===== config.mk =====
export PLATFORM = sky130hd
export DESIGN_NAME = saw_oscillator
export DESIGN_NICKNAME = d
export VERILOG_FILES = /design/src/rtl/synth_pkg.sv /design/src/rtl/sample_clk_div.sv /design/src/rtl/saw_oscillator.sv
export SDC_FILE = /design/constraint.sdc
export NUM_CORES = 1
export LEC_CHECK = 0
export BUFFER_PORTS_ARGS = -buffer_cell sky130_fd_sc_hd__buf_2
export CORE_ASPECT_RATIO = 1.75
export CORE_MARGIN = 8
export CORE_UTILIZATION = 50
export CTS_CLUSTER_SIZE = 16
export DETAILED_ROUTE_END_ITERATION = 10
export PLACE_DENSITY_LB_ADDON = 0.1
export SLEW_MARGIN = 20
export SYNTH_ARGS = -nofsm -noshare
export SYNTH_HDL_FRONTEND = slang
export SYNTH_SLANG_ARGS = --single-unit

===== constraint.sdc =====
create_clock -name clk -period 2.6 [get_ports clk]
set_input_delay 0.26 -clock clk [delete_from_list [all_inputs] [get_ports clk]]
set_output_delay 0.26 -clock clk [all_outputs]
set_load 0.03 [all_outputs]

===== src/rtl/synth_pkg.sv =====
// synth_pkg: shared types and the note-to-increment table for the sawtooth oscillator.
//   osc_state_t  : oscillator state machine encoding (IDLE, PLAY, FINISH)
//   NOTE_NONE    : note code meaning "no note"
//   NOTE_MAX     : highest valid note code (C5)
//   note_to_inc  : 16-bit phase increment for a note code (0 for invalid codes)
//   note_valid   : true for codes 1..NOTE_MAX
package synth_pkg;

  typedef enum logic [1:0] {
    IDLE   = 2'd0,
    PLAY   = 2'd1,
    FINISH = 2'd2
  } osc_state_t;

  localparam logic [3:0] NOTE_NONE = 4'd0;
  localparam logic [3:0] NOTE_MAX  = 4'd13;

  // round(f * 2^16 / 10 kHz) for C4..C5, equal temperament with A4 = 440 Hz.
  function automatic logic [15:0] note_to_inc(input logic [3:0] note);
    case (note)
      4'd1:    return 16'd1715;  // C4
      4'd2:    return 16'd1817;  // C#4
      4'd3:    return 16'd1925;  // D4
      4'd4:    return 16'd2039;  // D#4
      4'd5:    return 16'd2160;  // E4
      4'd6:    return 16'd2289;  // F4
      4'd7:    return 16'd2425;  // F#4
      4'd8:    return 16'd2569;  // G4
      4'd9:    return 16'd2722;  // G#4
      4'd10:   return 16'd2884;  // A4
      4'd11:   return 16'd3055;  // A#4
      4'd12:   return 16'd3237;  // B4
      4'd13:   return 16'd3429;  // C5
      default: return 16'd0;
    endcase
  endfunction

  function automatic logic note_valid(input logic [3:0] note);
    return (note != NOTE_NONE) && (note <= NOTE_MAX);
  endfunction

endpackage


===== src/rtl/sample_clk_div.sv =====
// sample_clk_div: free-running prescaler producing the internal sample tick.
//   clk   : system clock
//   n_rst : asynchronous active-low reset
//   tick  : high for the one cycle in which the count equals CLK_DIV-1
// The first tick after reset falls in cycle CLK_DIV.
module sample_clk_div #(
  parameter int CLK_DIV = 1000
) (
  input  logic clk,
  input  logic n_rst,
  output logic tick
);

  localparam int CW = $clog2(CLK_DIV);
  localparam logic [CW-1:0] LAST = CW'(CLK_DIV - 1);

  logic [CW-1:0] count;

  always_ff @(posedge clk or negedge n_rst) begin
    if (!n_rst) begin
      count <= '0;
    end else if (count == LAST) begin
      count <= '0;
    end else begin
      count <= count + 1'b1;
    end
  end

  assign tick = (count == LAST);

endmodule


===== src/rtl/saw_oscillator.sv =====
// saw_oscillator: phase-accumulator sawtooth oscillator with click-free release.
//   clk         : system clock
//   n_rst       : asynchronous active-low reset
//   note_in     : 0 = no note, 1..13 = C4..C5, 14/15 treated as no note
//   saw_out     : top 8 bits of the phase accumulator
//   sample_tick : one-cycle pulse in the first cycle saw_out holds a new sample
//   wrap        : one-cycle pulse with sample_tick when the accumulator overflowed
//   active      : high whenever the oscillator is not IDLE
// Optional feature: define SAW_OSC_GLIDE_EN for portamento, where the increment
// slews toward the target by at most GLIDE_STEP per tick.
module saw_oscillator
  import synth_pkg::*;
#(
  parameter int CLK_DIV    = 1000,
  parameter int ACC_W      = 16,
  parameter int GLIDE_STEP = 4
) (
  input  logic       clk,
  input  logic       n_rst,
  input  logic [3:0] note_in,
  output logic [7:0] saw_out,
  output logic       sample_tick,
  output logic       wrap,
  output logic       active
);

  if (CLK_DIV < 2) begin : g_bad_clk_div
    $error("saw_oscillator: CLK_DIV must be at least 2");
  end
  if (ACC_W < 8) begin : g_bad_acc_w
    $error("saw_oscillator: ACC_W must be at least 8");
  end
  if (GLIDE_STEP < 1) begin : g_bad_glide
    $error("saw_oscillator: GLIDE_STEP must be at least 1");
  end

  // Table entries are for a 16-bit accumulator; rescale by 2^(ACC_W-16)
  // in either direction.
  function automatic logic [ACC_W-1:0] scale_inc(input logic [15:0] v);
    logic [ACC_W+15:0] w;
    w = {{ACC_W{1'b0}}, v} << ACC_W;
    return w[ACC_W+15:16];
  endfunction

  logic             tick;
  osc_state_t       state;
  logic [ACC_W-1:0] acc;
  logic [ACC_W-1:0] inc;
  logic [ACC_W-1:0] inc_next;
  logic [ACC_W-1:0] tbl_inc;
  logic [ACC_W:0]   sum;
  logic             note_ok;

  sample_clk_div #(
    .CLK_DIV(CLK_DIV)
  ) u_clk_div (
    .clk  (clk),
    .n_rst(n_rst),
    .tick (tick)
  );

  assign note_ok = note_valid(note_in);
  assign tbl_inc = scale_inc(note_to_inc(note_in));
  // Carry out of the extra bit is the overflow flag.
  assign sum     = {1'b0, acc} + {1'b0, inc};

`ifdef SAW_OSC_GLIDE_EN
  logic [ACC_W-1:0] target;

  function automatic logic [ACC_W-1:0] glide_toward(input logic [ACC_W-1:0] cur,
                                                    input logic [ACC_W-1:0] tgt);
    logic [ACC_W-1:0] dist;
    logic [ACC_W-1:0] step;
    step = ACC_W'(GLIDE_STEP);
    if (cur < tgt) begin
      dist = tgt - cur;
      return cur + ((dist > step) ? step : dist);
    end else begin
      dist = cur - tgt;
      return cur - ((dist > step) ? step : dist);
    end
  endfunction

  // With no note the glide keeps heading for the last latched target.
  assign inc_next = glide_toward(inc, note_ok ? tbl_inc : target);
`else
  assign inc_next = note_ok ? tbl_inc : inc;
`endif

  always_ff @(posedge clk or negedge n_rst) begin
    if (!n_rst) begin
      state       <= IDLE;
      acc         <= '0;
      inc         <= '0;
      sample_tick <= 1'b0;
      wrap        <= 1'b0;
`ifdef SAW_OSC_GLIDE_EN
      target      <= '0;
`endif
    end else begin
      sample_tick <= tick;
      wrap        <= 1'b0;
      if (tick) begin
        case (state)
          IDLE: begin
            acc <= '0;
            if (note_ok) begin
              // Start from phase zero; first accumulation is on the next tick.
              state <= PLAY;
              inc   <= tbl_inc;
`ifdef SAW_OSC_GLIDE_EN
              target <= tbl_inc;
`endif
            end
          end
          PLAY: begin
            acc  <= sum[ACC_W-1:0];
            wrap <= sum[ACC_W];
            inc  <= inc_next;
`ifdef SAW_OSC_GLIDE_EN
            if (note_ok) target <= tbl_inc;
`endif
            if (!note_ok) state <= FINISH;
          end
          FINISH: begin
            if (note_ok) begin
              // Retrigger keeps the phase running so there is no discontinuity.
              acc   <= sum[ACC_W-1:0];
              wrap  <= sum[ACC_W];
              inc   <= inc_next;
              state <= PLAY;
`ifdef SAW_OSC_GLIDE_EN
              target <= tbl_inc;
`endif
            end else if (sum[ACC_W]) begin
              // Land exactly on zero rather than the residue to avoid a click.
              acc   <= '0;
              wrap  <= 1'b1;
              state <= IDLE;
            end else begin
              acc <= sum[ACC_W-1:0];
            end
          end
          default: state <= IDLE;
        endcase
      end
    end
  end

  assign saw_out = acc[ACC_W-1 -: 8];
  assign active  = (state != IDLE);

endmodule


After elaboration in Yosys (flattened, before gate mapping):

Memories as Yosys holds them, arrays and structs flattened.
Index checks and enable logic that the tools add are counted.

* reduce and logical (&&, ||, !) cells: 10
* mux-type cells: 16
* add/subtract/negate cells: 2
* $lt $le $gt $ge: 1
* bitwise logic cells: 0
* multipliers: 0
* div/mod/pow operators: 0
* shift operators: 0
* eq/ne operators: 7

Operator list (count)
* 2-to-1 mux 16 bit: 4
* one-hot mux 16 bit (3 select lines): 1
* one-hot mux 16 bit (2 select lines): 1
* adder 16 x 16 -> 17 bit: 1
* adder 10 x 1 -> 10 bit (second input constant): 1
* equality test 10 bit (second input constant): 1
* 2-to-1 mux 10 bit: 1
* 2-to-1 mux 2 bit: 4
* != test 2 bit (second input constant): 3
* one-hot mux 2 bit (3 select lines): 1
* <= comparator 4 bit (second input constant): 1
* AND reduction 4 bit: 1
* nonzero test 2 bit: 2
* nonzero test 4 bit: 1
* 2-to-1 mux 1 bit: 3
* != test 3 bit (second input constant): 1
* AND reduction 3 bit: 1
* nonzero test 3 bit: 1
* equality test 2 x 1 -> 1 bit (second input constant): 1
* equality test 2 bit (second input constant): 1
* logical NOT 2 bit: 1
* one-hot mux 1 bit (2 select lines): 1
* AND reduction 2 bit: 1
* OR reduction 2 bit: 1
* logical AND 1 bit: 1

* memories kept: 1
* latch bits: 0
* register bits: 46
* RAM bits: 0
* bits in read-only memories: 192
* input bits: 6
* output and inout port bits: 11

Memories
* (name not given): depth 16, width 12, read ports 1, clocked after memory_dff 0, write ports 0, line synth_pkg.sv:20 `case (note)`

Longest topological paths before layout:

Gate-level depths: netlist (run 1).

* depth in word-level cells: 5
* gate-level depth with buffers: 9
* depth with buffers taken out: 8

By module:

From an unflattened synthesis (run 1), not the netlist that was laid out.

* cells, all modules: 301
* area, all modules: 2805.2 um^2

By module, submodules not included
* saw_oscillator: cells each 258, sequential area each 800.8 um^2, times used 1, area an instance 2322.2 um^2
* sample_clk_div: cells each 43, sequential area each 250.2 um^2, times used 1, area an instance 483.0 um^2

Least setup slack after synthesis (run 1):

OpenSTA, ideal clock, no wires.

* path type: register to register
* start: register acc[0]
* end: register acc[14]
* data required time: 2517 ps
* setup slack: 318 ps
* stages on the path, launching flop included: 9
* setup time: 83 ps
* clock period less this slack: 2282 ps
* data arrival time: 2199 ps
* path through: dfrtp_1 ha_1 fa_1 a211oi_2 nor3_2 o21ai_1 a22oi_1 or4_1 o21ai_0

* word-level cells in the longest chain between the ends: 4

Ends and longest elaborated chain
* start, declared: line saw_oscillator.sv:47 `logic [ACC_W-1:0] acc;`
* start signal, assigned: line saw_oscillator.sv:117 `acc <= sum[ACC_W-1:0];`
* start signal, assigned: line saw_oscillator.sv:128 `acc <= sum[ACC_W-1:0];`
* start signal, assigned: line saw_oscillator.sv:141 `acc <= sum[ACC_W-1:0];`
* adder 16 x 16 -> 17 bit (*): line saw_oscillator.sv:65 `assign sum = {1'b0, acc} + {1'b0, inc};`
* 2-to-1 mux 16 bit: line saw_oscillator.sv:135 `end else if (sum[ACC_W]) begin`
* 2-to-1 mux 16 bit: line saw_oscillator.sv:126 `if (note_ok) begin`
* one-hot mux 16 bit (3 select lines) (*): line saw_oscillator.sv:104 `case (state)`

Every way passes the cells marked *; elsewhere a longest branch is shown, timed or not.
A chain may end at the register's enable or synchronous reset.

Final worst setup path (run 1):

* start: register acc[0]
* end: register acc[8]

The elaborated chain is that of the path after synthesis.

==> impl_metrics.env, run 1 <==
export IMPL_drt_wl_total_mm=6.33
export IMPL_whs_ps=92.7
export IMPL_rows=36
export IMPL_ys_types=50
export IMPL_status="completed"
export IMPL_crit_path_start_kind="register"
export IMPL_rsz0062_at_grt="no"
export IMPL_ir_worst_vdd_v=0.000260
export IMPL_grt_pass1_vias=2321
export IMPL_worst_r2r_endpoint="acc[8]$_DFFE_PN0P_"
export IMPL_first_iter_violations=103
export IMPL_vias=2273
export IMPL_hpwl_mm=4.79
export IMPL_synth_nets=342
export IMPL_min_delay_path_class="in2async"
export IMPL_via_per_inst=5.70
export IMPL_io_pins=17
export IMPL_numCtsBuffers=5
export IMPL_die_area_um2=8430
export IMPL_grt_max_degree=43
export IMPL_ys_async_sr_fraction=1.00
export IMPL_yosysMostFrequentCell="dfrtp_1"
export IMPL_die_width_um=72.9
export IMPL_r2r_slack_ps=160
export IMPL_track_usage=0.160
export IMPL_syn_area_um2=2830
export IMPL_root_buffer="clkbuf_8"
export IMPL_antenna_left=0
export IMPL_fin_setup_tns_ps=0
export IMPL_critPathMaxStageDelay_ps=400
export IMPL_path_class="reg2reg"
export IMPL_ys_flop_type="dfrtp_1"
export IMPL_max_cap_violations=0
export IMPL_synth_top_area_cell="dfrtp_1"
export IMPL_synth_area_leaders="dfrtp_1 37%, ha_1 11%, nand2_1 4.5%, o21ai_0 4.1%, a21oi_1 3.9%"
export IMPL_leakagePower_nw=1.41
export IMPL_synth_area_per_cell_um2=9.14
export IMPL_cts_tree="done"
export IMPL_arrival_ps=2630
export IMPL_cts_sinks=42
export IMPL_relSlewSlack=0.371
export IMPL_ys_seq_area_frac=0.371
export IMPL_io_buffers=16
export IMPL_drt_pass1_iterations=5
export IMPL_overflow=0
export IMPL_die_h_um=116
export IMPL_cts_setup_buffers=0
export IMPL_crit_chain="ha_1 > fa_2 > a211oi_4 > nor3_2 > o21ai_1 > a22oi_1 > buf_4 > o41ai_1"
export IMPL_clock_path_buffers=2
export IMPL_synth_top_area_frac=0.371
export IMPL_syn_to_final_growth_pct=7.15
export IMPL_setup_ws_ps=159
export IMPL_crit_slowest_cell="fa_2"
export IMPL_place_congestion=0.887
export IMPL_r2r_start="acc[0]$_DFFE_PN0P_"
export IMPL_htree_levels=2
export IMPL_yosys_warnings=0
export IMPL_drive_gt1_frac=0.133
export IMPL_synth_seq_cells=42
export IMPL_finalClockSkew_ps=8.27
export IMPL_worstMarginPinSlew_ps=943
export IMPL_path_clk_slew_ps=80
export IMPL_max_freq_ghz=0.410
export IMPL_final_nets=355
export IMPL_min_period_ps=2440
export IMPL_rr_worst_depth=8
export IMPL_finalHoldViolCount=0
export IMPL_ys_top_cells_by_count="42 x dfrtp_1, 34 x nand2_1, 25 x ha_1, 25 x nor2_1, 23 x o21ai_0"
export IMPL_antenna_found_initial=0
export IMPL_clock_latency_ps=300
export IMPL_endpoint_kind="register"
export IMPL_coreArea_um2=5540
export IMPL_drv_slew=0
export IMPL_setup_viol=0
export IMPL_cp_required_ps=2790
export IMPL_p_per_area_nw_per_um2=374
export IMPL_post_drt_wl_per_cell_um=15.9
export IMPL_cp_max_fo=10
export IMPL_synth_edf_count=0
export IMPL_synth_cells=310
export IMPL_cts_hold_buf=0
export IMPL_n_antenna_cell=0
export IMPL_dp_slack_ps=92.5
export IMPL_finalCritPeriodShare=0.939
export IMPL_route_detailed_drc=0
export IMPL_start_util=0.512
export IMPL_grt_first_pass_wirelength_mm=10.6
cell type report:
class,instances,area [um2]
well taps,76,95.1
multi-input cells,243,1660
clock buffers,7,76.3
flip-flops and latches,42,1050
fillers,557,2500
repair buffers,21,118
inverters,10,37.5
cell families after synthesis:
family	synth area share
simple gates	0.191
buf+inv	0.0472
fa+ha+maj	0.117
flops	0.371
xor+xnor	0.0464
mux	0.0278
compound gates	0.199
worst max-delay path, delay by kind of cell, from the launching register on:
family / cells / cell delay (ps)
compound gates: 4 / 970
fa+ha+maj: 2 / 640
flops: 1 / 390
buf+inv: 1 / 210
simple gates: 1 / 110
repair_timing:
action / 4_1_cts / 5_1_grt
endpoints found under the hold margin: 0 / 0
resized for setup: 0 / 2
endpoints found under the setup margin: 0 / 6
flip-flops by register name, indices dropped and copies added, names as in the netlist:
| signal | flops |
|---|---|
| acc | 16 |
| inc | 12 |
| sample_tick | 1 |
| state | 2 |
| u_clk_div.count | 10 |
| wrap | 1 |
metal layers:
layer | wire [um] | GRT usage
met1 | 2490 | 0.160
met2 | 3490 | 0.303
met3 | 199 | 0.0303
met4 | 154 | 0.0739
met5 | 0 | 0
cells in the final DEF, fill, tap and decap left out, types with 3 or more instances in the layout:
master / netlist / routed
dfrtp_1: 42 / 42
nand2_1: 34 / 34
nor2_1: 25 / 25
ha_1: 25 / 25
o21ai_0: 23 / 23
a21oi_1: 22 / 22
buf_2: 2 / 16
nand3_1: 13 / 13
inv_1: 10 / 10
xnor2_1: 8 / 8
o31ai_1: 8 / 8
xor2_1: 7 / 7
mux2_2: 7 / 7
nor3_1: 6 / 6
o211ai_1: 5 / 5
o21a_1: 5 / 5
a31oi_1: 5 / 5
nand2b_1: 5 / 5
clkbuf_8: 0 / 5
buf_4: 8 / 5
a21o_1: 4 / 4
a211oi_1: 4 / 4
or4_1: 4 / 4
nand4_1: 3 / 3
metrics by stage:
stage / power [mW] / cells / util / area, um2
floorplan: 0.701 / 310 / - / 2830
global placement: 0.731 / 392 / 0.533 / 2950
detailed placement: 0.732 / 392 / 0.533 / 2950
CTS: 1.15 / 399 / 0.546 / 3030
global route: 1.18 / 399 / 0.548 / 3040
finish: 1.14 / 399 / 0.548 / 3040
report_power, final:
group	internal, mW	total [mW]	switching, mW	leakage (nW)
Combinational	0.0201	0.0658	0.0457	0.879
Clock	0.186	0.417	0.232	0.0383
Sequential	0.653	0.653	0	0.494
Total	0.858	1.14	0.278	1.41
worst max path at each step:
stage / cells after the start / slack, ps / from / endpoint
CTS: 8 / 50 / acc[0]$_DFFE_PN0P_ / acc[8]$_DFFE_PN0P_
detailed placement: 8 / 90 / acc[0]$_DFFE_PN0P_ / acc[8]$_DFFE_PN0P_
global placement: 8 / 180 / acc[0]$_DFFE_PN0P_ / acc[4]$_DFFE_PN0P_
floorplan: 8 / 320 / acc[0]$_DFFE_PN0P_ / acc[14]$_DFFE_PN0P_
global route: 8 / 30 / acc[0]$_DFFE_PN0P_ / acc[8]$_DFFE_PN0P_
finish: 8 / 160 / acc[0]$_DFFE_PN0P_ / acc[8]$_DFFE_PN0P_
Note: power is estimated with default switching activity, not from simulation.
==> inputs of run 2 (changes only) <==
--- a/config.mk
+++ b/config.mk
@@ -5,6 +5,7 @@
 export SDC_FILE = /design/constraint.sdc
 export NUM_CORES = 1
 export LEC_CHECK = 0
+export ABC_AREA = 1
 export BUFFER_PORTS_ARGS = -buffer_cell sky130_fd_sc_hd__buf_2
 export CORE_ASPECT_RATIO = 1.75
 export CORE_MARGIN = 8
==> run 2 against run 1 <==
Effect of this change: sequential share of layout area is 2.3 points lower; largest cell class unchanged; sequential cell count unchanged; non-clock buffer count down 4; highest routed layer unchanged; via count up 13%; largest power group unchanged.
==> impl_metrics.env, run 2 <==
export IMPL_synth_nets=458
export IMPL_cp_max_fo=15
export IMPL_antenna_left=0
export IMPL_fin_setup_tns_ps=0
export IMPL_setup_viol=0
export IMPL_synth_top_area_frac=0.343
export IMPL_grt_max_degree=43
export IMPL_endpoint_kind="register"
export IMPL_finalHoldViolCount=0
export IMPL_drt_wl_total_mm=6.57
export IMPL_finalCritPeriodShare=0.813
export IMPL_track_usage=0.161
export IMPL_worstMarginPinSlew_ps=927
export IMPL_antenna_found_initial=0
export IMPL_die_h_um=119
export IMPL_route_detailed_drc=0
export IMPL_final_nets=469
export IMPL_finalClockSkew_ps=9.48
export IMPL_die_width_um=75.1
export IMPL_fillers=611
export IMPL_synth_cells=426
export IMPL_syn_area_um2=3060
export IMPL_p_per_area_nw_per_um2=435
export IMPL_cts_tree="done"
export IMPL_cp_required_ps=2810
export IMPL_arrival_ps=2330
export IMPL_clock_path_buffers=2
export IMPL_max_freq_ghz=0.473
export IMPL_htree_levels=2
export IMPL_critPathMaxStageDelay_ps=400
export IMPL_synth_area_per_cell_um2=7.18
export IMPL_synth_top_area_cell="dfrtp_1"
export IMPL_ys_flop_type="dfrtp_1"
export IMPL_worst_path_most_repeated_cell="nand2_1"
export IMPL_numCtsBuffers=5
export IMPL_finalPower_mw=1.42
export IMPL_final_cell_mix="135 x nand2_1, 54 x inv_1, 45 x nor2_1, 42 x dfrtp_1"
export IMPL_rsz0062_at_grt="no"
export IMPL_crit_path_start_kind="register"
export IMPL_status="completed"
export IMPL_layout_commonest_cell="nand2_1"
export IMPL_ys_async_sr_fraction=1.00
export IMPL_largest_register_ffs=16
export IMPL_vias=2571
export IMPL_hpwl_mm=5.32
export IMPL_max_cap_violations=0
export IMPL_syn_to_final_growth_pct=6.38
export IMPL_place_congestion=0.902
export IMPL_synth_seq_cells=42
export IMPL_ys_types=35
export IMPL_yosysMostFrequentCell="nand2_1"
export IMPL_grt_first_pass_wirelength_mm=11.2
export IMPL_drv_slew=0
export IMPL_die_area_um2=8980
export IMPL_n_antenna_cell=0
export IMPL_synth_edf_count=0
export IMPL_yosys_warnings=0
export IMPL_crit_slowest_cell="fa_1"
export IMPL_io_buffers=16
export IMPL_grt_pass1_vias=2533
export IMPL_drt_pass1_iterations=4
export IMPL_via_per_inst=4.98
export IMPL_path_clk_slew_ps=90
export IMPL_reg_largest_list="acc (16), inc (12), u_clk_div.count (10)"
export IMPL_cts_setup_buffers=0
export IMPL_post_drt_wl_per_cell_um=12.7
export IMPL_ys_seq_area_frac=0.343
export IMPL_cts_sinks=42
export IMPL_io_pins=17
export IMPL_synth_area_leaders="dfrtp_1 34%, nand2_1 17%, ha_1 10%, inv_1 6.6%, nor2_1 5.5%"
export IMPL_regMostFlops="acc"
export IMPL_start_util=0.521
export IMPL_ys_top_cells_by_count="135 x nand2_1, 54 x inv_1, 45 x nor2_1"
export IMPL_overflow=0
export IMPL_root_buffer="clkbuf_8"
export IMPL_coreArea_um2=5880
export IMPL_leakagePower_nw=1.72
export IMPL_clock_latency_ps=300
export IMPL_cts_hold_buf=0
export IMPL_rows=37
export IMPL_cts_resized=0
export IMPL_crit_chain="ha_1 > fa_1 > nand2_1 > nand2_1 > nand3_1 > nand2_1 > nand2_1 > nand3_1 > nand2_4 > nand2_1 > o21ai_0"
export IMPL_drive_gt1_frac=0.114
export IMPL_ir_worst_vdd_v=0.000359
export IMPL_relSlewSlack=0.382
export IMPL_min_period_ps=2110
export IMPL_first_iter_violations=99
export IMPL_path_class="reg2reg"
export IMPL_min_delay_path_class="in2async"
## run 2: cell count changes in the layout (fill, tap and decap cells not counted), moves of 6 or more
cell | before | now
nor2_1 | 25 | 45
o31ai_1 | 8 | 0
mux2_2 | 7 | 0
a21oi_1 | 22 | 16
nand3_1 | 13 | 25
o21ai_0 | 23 | 10
inv_1 | 10 | 54
nand2_1 | 34 | 135
## run 2: per-layer routing
layer,global-route usage,part of all wire
met1,0.161,0.39
met2,0.303,0.56
met5,0,0
met3,0.0250,0.025
met4,0.0738,0.025
## run 2: metrics by stage
stage | instances | util | hold WS, ps | setup WS, ps | cell area, um2
2_1_floorplan | 426 | - | -35.6 | 705 | 3060
5_1_grt | 516 | 0.554 | 169 | 243 | 3260
4_1_cts | 516 | 0.554 | 124 | 460 | 3260
3_3_place_gp | 508 | 0.535 | 460 | 557 | 3150
6_report | 516 | 0.554 | 92.7 | 486 | 3260
3_5_place_dp | 508 | 0.535 | 455 | 489 | 3150
## run 2: kinds of logic after synthesis
kind of cell,synth area share
AOI/OAI and AO/OA,0.0699
xor gates and xnor gates,0.0286
adders and majority gates,0.109
buffers and inverters,0.106
DFF,0.343
and+or+nand+nor,0.343
## run 2: where the power goes
part           total (mW)  switching, mW  internal [mW]
logic               0.229          0.147         0.0819
registers           0.676        0.00978          0.666
clock network       0.513          0.230          0.283
total                1.42          0.387           1.03
## run 2: worst max-delay path: cells and delay by family (launching register included)
| kind | cells | cell delay [ps] |
|---|---|---|
| AOI/OAI and AO/OA | 1 | 150 |
| adders and majority gates | 2 | 640 |
| DFF | 1 | 390 |
| and+or+nand+nor | 8 | 850 |
## run 2: cell type report
cell class / count / area, um2 / area share
multi-input cells: 311 / 1680 / 0.517
clock inverters: 3 / 40.0 / 0.0123
well taps: 78 / 97.6 / 0.0300
repair buffers: 17 / 87.6 / 0.0269
inverters: 60 / 226 / 0.0696
flip-flops and latches: 42 / 1050 / 0.323
clock buffers: 5 / 68.8 / 0.0211
## run 2: worst paths after layout
path	startpoint	to	slack [ps]	cells after the start
max	acc[0]$_DFFE_PN0P_	acc[13]$_DFFE_PN0P_	490	11
min	n_rst	u_clk_div.count[2]$_DFF_PN0_	90	1
max reg2reg	acc[0]$_DFFE_PN0P_	acc[13]$_DFFE_PN0P_	490	11
min reg2reg	acc[4]$_DFFE_PN0P_	acc[4]$_DFFE_PN0P_	490	2
max in group asynchronous	n_rst	acc[0]$_DFFE_PN0P_	1920	1
min in group clk	note_in[2]	inc[4]$_DFFE_PN0P_	420	3
==> inputs of run 3 (changes only) <==
==> constraint.sdc (replaced) <==
create_clock -name clk -period 2.21 [get_ports clk]
set_input_delay 0.221 -clock clk [delete_from_list [all_inputs] [get_ports clk]]
set_output_delay 0.221 -clock clk [all_outputs]
set_load 0.03 [all_outputs]
==> run 3 against run 2 <==
Effect of this change: routed wire length is 4.6% higher; cell count is 1.4% higher; highest routed layer unchanged; sequential power is 18% higher; global-route usage is 0.21 points higher; critical path type unchanged.
==> impl_metrics.env, run 3 (same netlist as run 2, synthesis figures left out) <==
export IMPL_status="completed"
export IMPL_ir_worst_vdd_v=0.000578
export IMPL_reg_largest_list="acc (16), inc (12), u_clk_div.count (10)"
export IMPL_drt_wl_total_mm=6.87
export IMPL_fillers=592
export IMPL_hpwl_mm=5.41
export IMPL_finalClockSkew_ps=10.1
export IMPL_max_cap_violations=0
export IMPL_syn_to_final_growth_pct=8.59
export IMPL_max_freq_ghz=0.498
export IMPL_worst_path_most_repeated_cell="nand2_1"
export IMPL_dpl_cell_area_um2=3180
export IMPL_crit_chain="ha_1 > fa_2 > nand2_1 > nand2_1 > nand3_1 > nand2_2 > nand2_2 > nand3_2 > nand2_4 > nand2_1 > o21ai_0"
export IMPL_regArea_um2=1050
export IMPL_worstMarginPinSlew_ps=507
export IMPL_path_clk_slew_ps=80
export IMPL_finalHoldViolCount=0
export IMPL_vias=2642
export IMPL_htree_levels=2
export IMPL_min_period_ps=2010
export IMPL_overflow=0
export IMPL_track_usage=0.163
export IMPL_cp_required_ps=2430
export IMPL_io_buffers=16
export IMPL_multiInputGateArea_um2=1700
export IMPL_finalPower_mw=1.69
export IMPL_drv_slew=0
export IMPL_critPathMaxStageDelay_ps=380
export IMPL_antenna_left=0
export IMPL_regMostFlops="acc"
export IMPL_die_area_um2=8980
export IMPL_root_buffer="clkbuf_8"
export IMPL_cts_setup_buffers=0
export IMPL_post_route_util=0.565
export IMPL_largest_register_ffs=16
export IMPL_numCtsBuffers=5
export IMPL_whs_ps=368
export IMPL_relSlewSlack=0.661
export IMPL_drt_pass1_iterations=4
export IMPL_p_per_area_nw_per_um2=508
export IMPL_layout_commonest_cell="nand2_1"
export IMPL_io_pins=17
export IMPL_drive_gt1_frac=0.133
export IMPL_leakagePower_nw=1.75
export IMPL_setup_viol=0
export IMPL_route_detailed_drc=0
export IMPL_final_cell_mix="133 x nand2_1, 54 x inv_1, 45 x nor2_1, 42 x dfrtp_1, 25 x ha_1"
export IMPL_start_util=0.521
export IMPL_clock_latency_ps=310
export IMPL_final_nets=476
export IMPL_cts_tree="done"
export IMPL_crit_path_start_kind="register"
export IMPL_cts_sinks=42
export IMPL_post_drt_wl_per_cell_um=13.1
export IMPL_clock_path_buffers=2
export IMPL_crit_slowest_cell="dfrtp_1"
export IMPL_coreArea_um2=5880
export IMPL_first_iter_violations=110
export IMPL_die_width_um=75.1
export IMPL_finalCritPeriodShare=0.909
export IMPL_antenna_found_initial=0
export IMPL_path_class="reg2reg"
export IMPL_path_buf_inv=0
export IMPL_arrival_ps=2230
export IMPL_via_per_inst=5.05
export IMPL_n_antenna_cell=0
export IMPL_final_area_um2=3320
export IMPL_die_h_um=119
export IMPL_grt_max_degree=19
export IMPL_cp_max_fo=8
export IMPL_rows=37
export IMPL_place_congestion=0.891
export IMPL_fin_setup_tns_ps=0
export IMPL_endpoint_kind="register"
export IMPL_grt_first_pass_wirelength_mm=11.4
export IMPL_cp_top_family="simple AND/OR/NAND/NOR gates"
export IMPL_min_delay_path_class="in2async"
export IMPL_grt_pass1_vias=2562
export IMPL_rsz0062_at_grt="no"
==> run 3: cell count changes in the layout (fill, tap and decap cells not counted), sizes merged <==
cell,before,now
buf,17,22
clkinv,3,1
clkbuf,5,6
clkinvlp,0,1
dlygate4sd3,0,1
nand2,138,139
==> run 3: what timing repair did <==
action	4_1_cts	5_1_grt
hold buffers	1	0
hold endpoints to repair	16	0
gates resized for setup	0	4
endpoints found under the setup margin	0	17
==> run 3: final timing paths <==
kind | from | end | slack [ps] | depth (start not counted)
worst max-delay path | acc[0]$_DFFE_PN0P_ | acc[13]$_DFFE_PN0P_ | 200 | 11
worst min-delay path | n_rst | acc[7]$_DFFE_PN0P_ | 370 | 2
worst max register to register | acc[0]$_DFFE_PN0P_ | acc[13]$_DFFE_PN0P_ | 200 | 11
worst min register to register | acc[0]$_DFFE_PN0P_ | acc[0]$_DFFE_PN0P_ | 490 | 2
max in group asynchronous | n_rst | inc[10]$_DFFE_PN0P_ | 1320 | 3
min in group clk | note_in[1] | inc[11]$_DFFE_PN0P_ | 400 | 5
==> run 3: cell type report <==
class                      count  share of cell area
multi-input combinational    312               0.512
sequential                    42               0.316
inverter                      60              0.0681
timing repair buffer          23              0.0407
tap                           78              0.0294
clock buffer                   6              0.0218
clock inverter                 2              0.0113
==> run 3: per-stage QoR <==
step,std cells,setup WS [ps]
3_3_place_gp,513,175
5_1_grt,523,45.3
4_1_cts,522,84.5
2_1_floorplan,426,315
3_5_place_dp,513,109
6_report,523,201
==> run 3: worst reg2reg max path: cells and delay by family, from the launching register on <==
| family | cells | cell delay, ps |
|---|---|---|
| flip-flops | 1 | 380 |
| AND/OR/NAND/NOR | 8 | 820 |
| AO/OA/AOI/OAI | 1 | 140 |
| adder cells (fa/ha/maj) | 2 | 590 |
==> run 3: metal layers <==
| metal | up-vias | share of wire | track usage |
|---|---|---|---|
| met1 | 1227 | 0.39 | 0.167 |
| met5 | - | 0 | 0 |
| met4 | 0 | 0.033 | 0.0835 |
| met2 | 35 | 0.55 | 0.296 |
| met3 | 13 | 0.030 | 0.0284 |
| li1 | 1367 | - | - |
==> run 3: where the power goes <==
group / switching, mW / internal [mW]
clock: 0.278 / 0.337
combinational: 0.176 / 0.101
sequential: 0.0121 / 0.783
total: 0.466 / 1.22
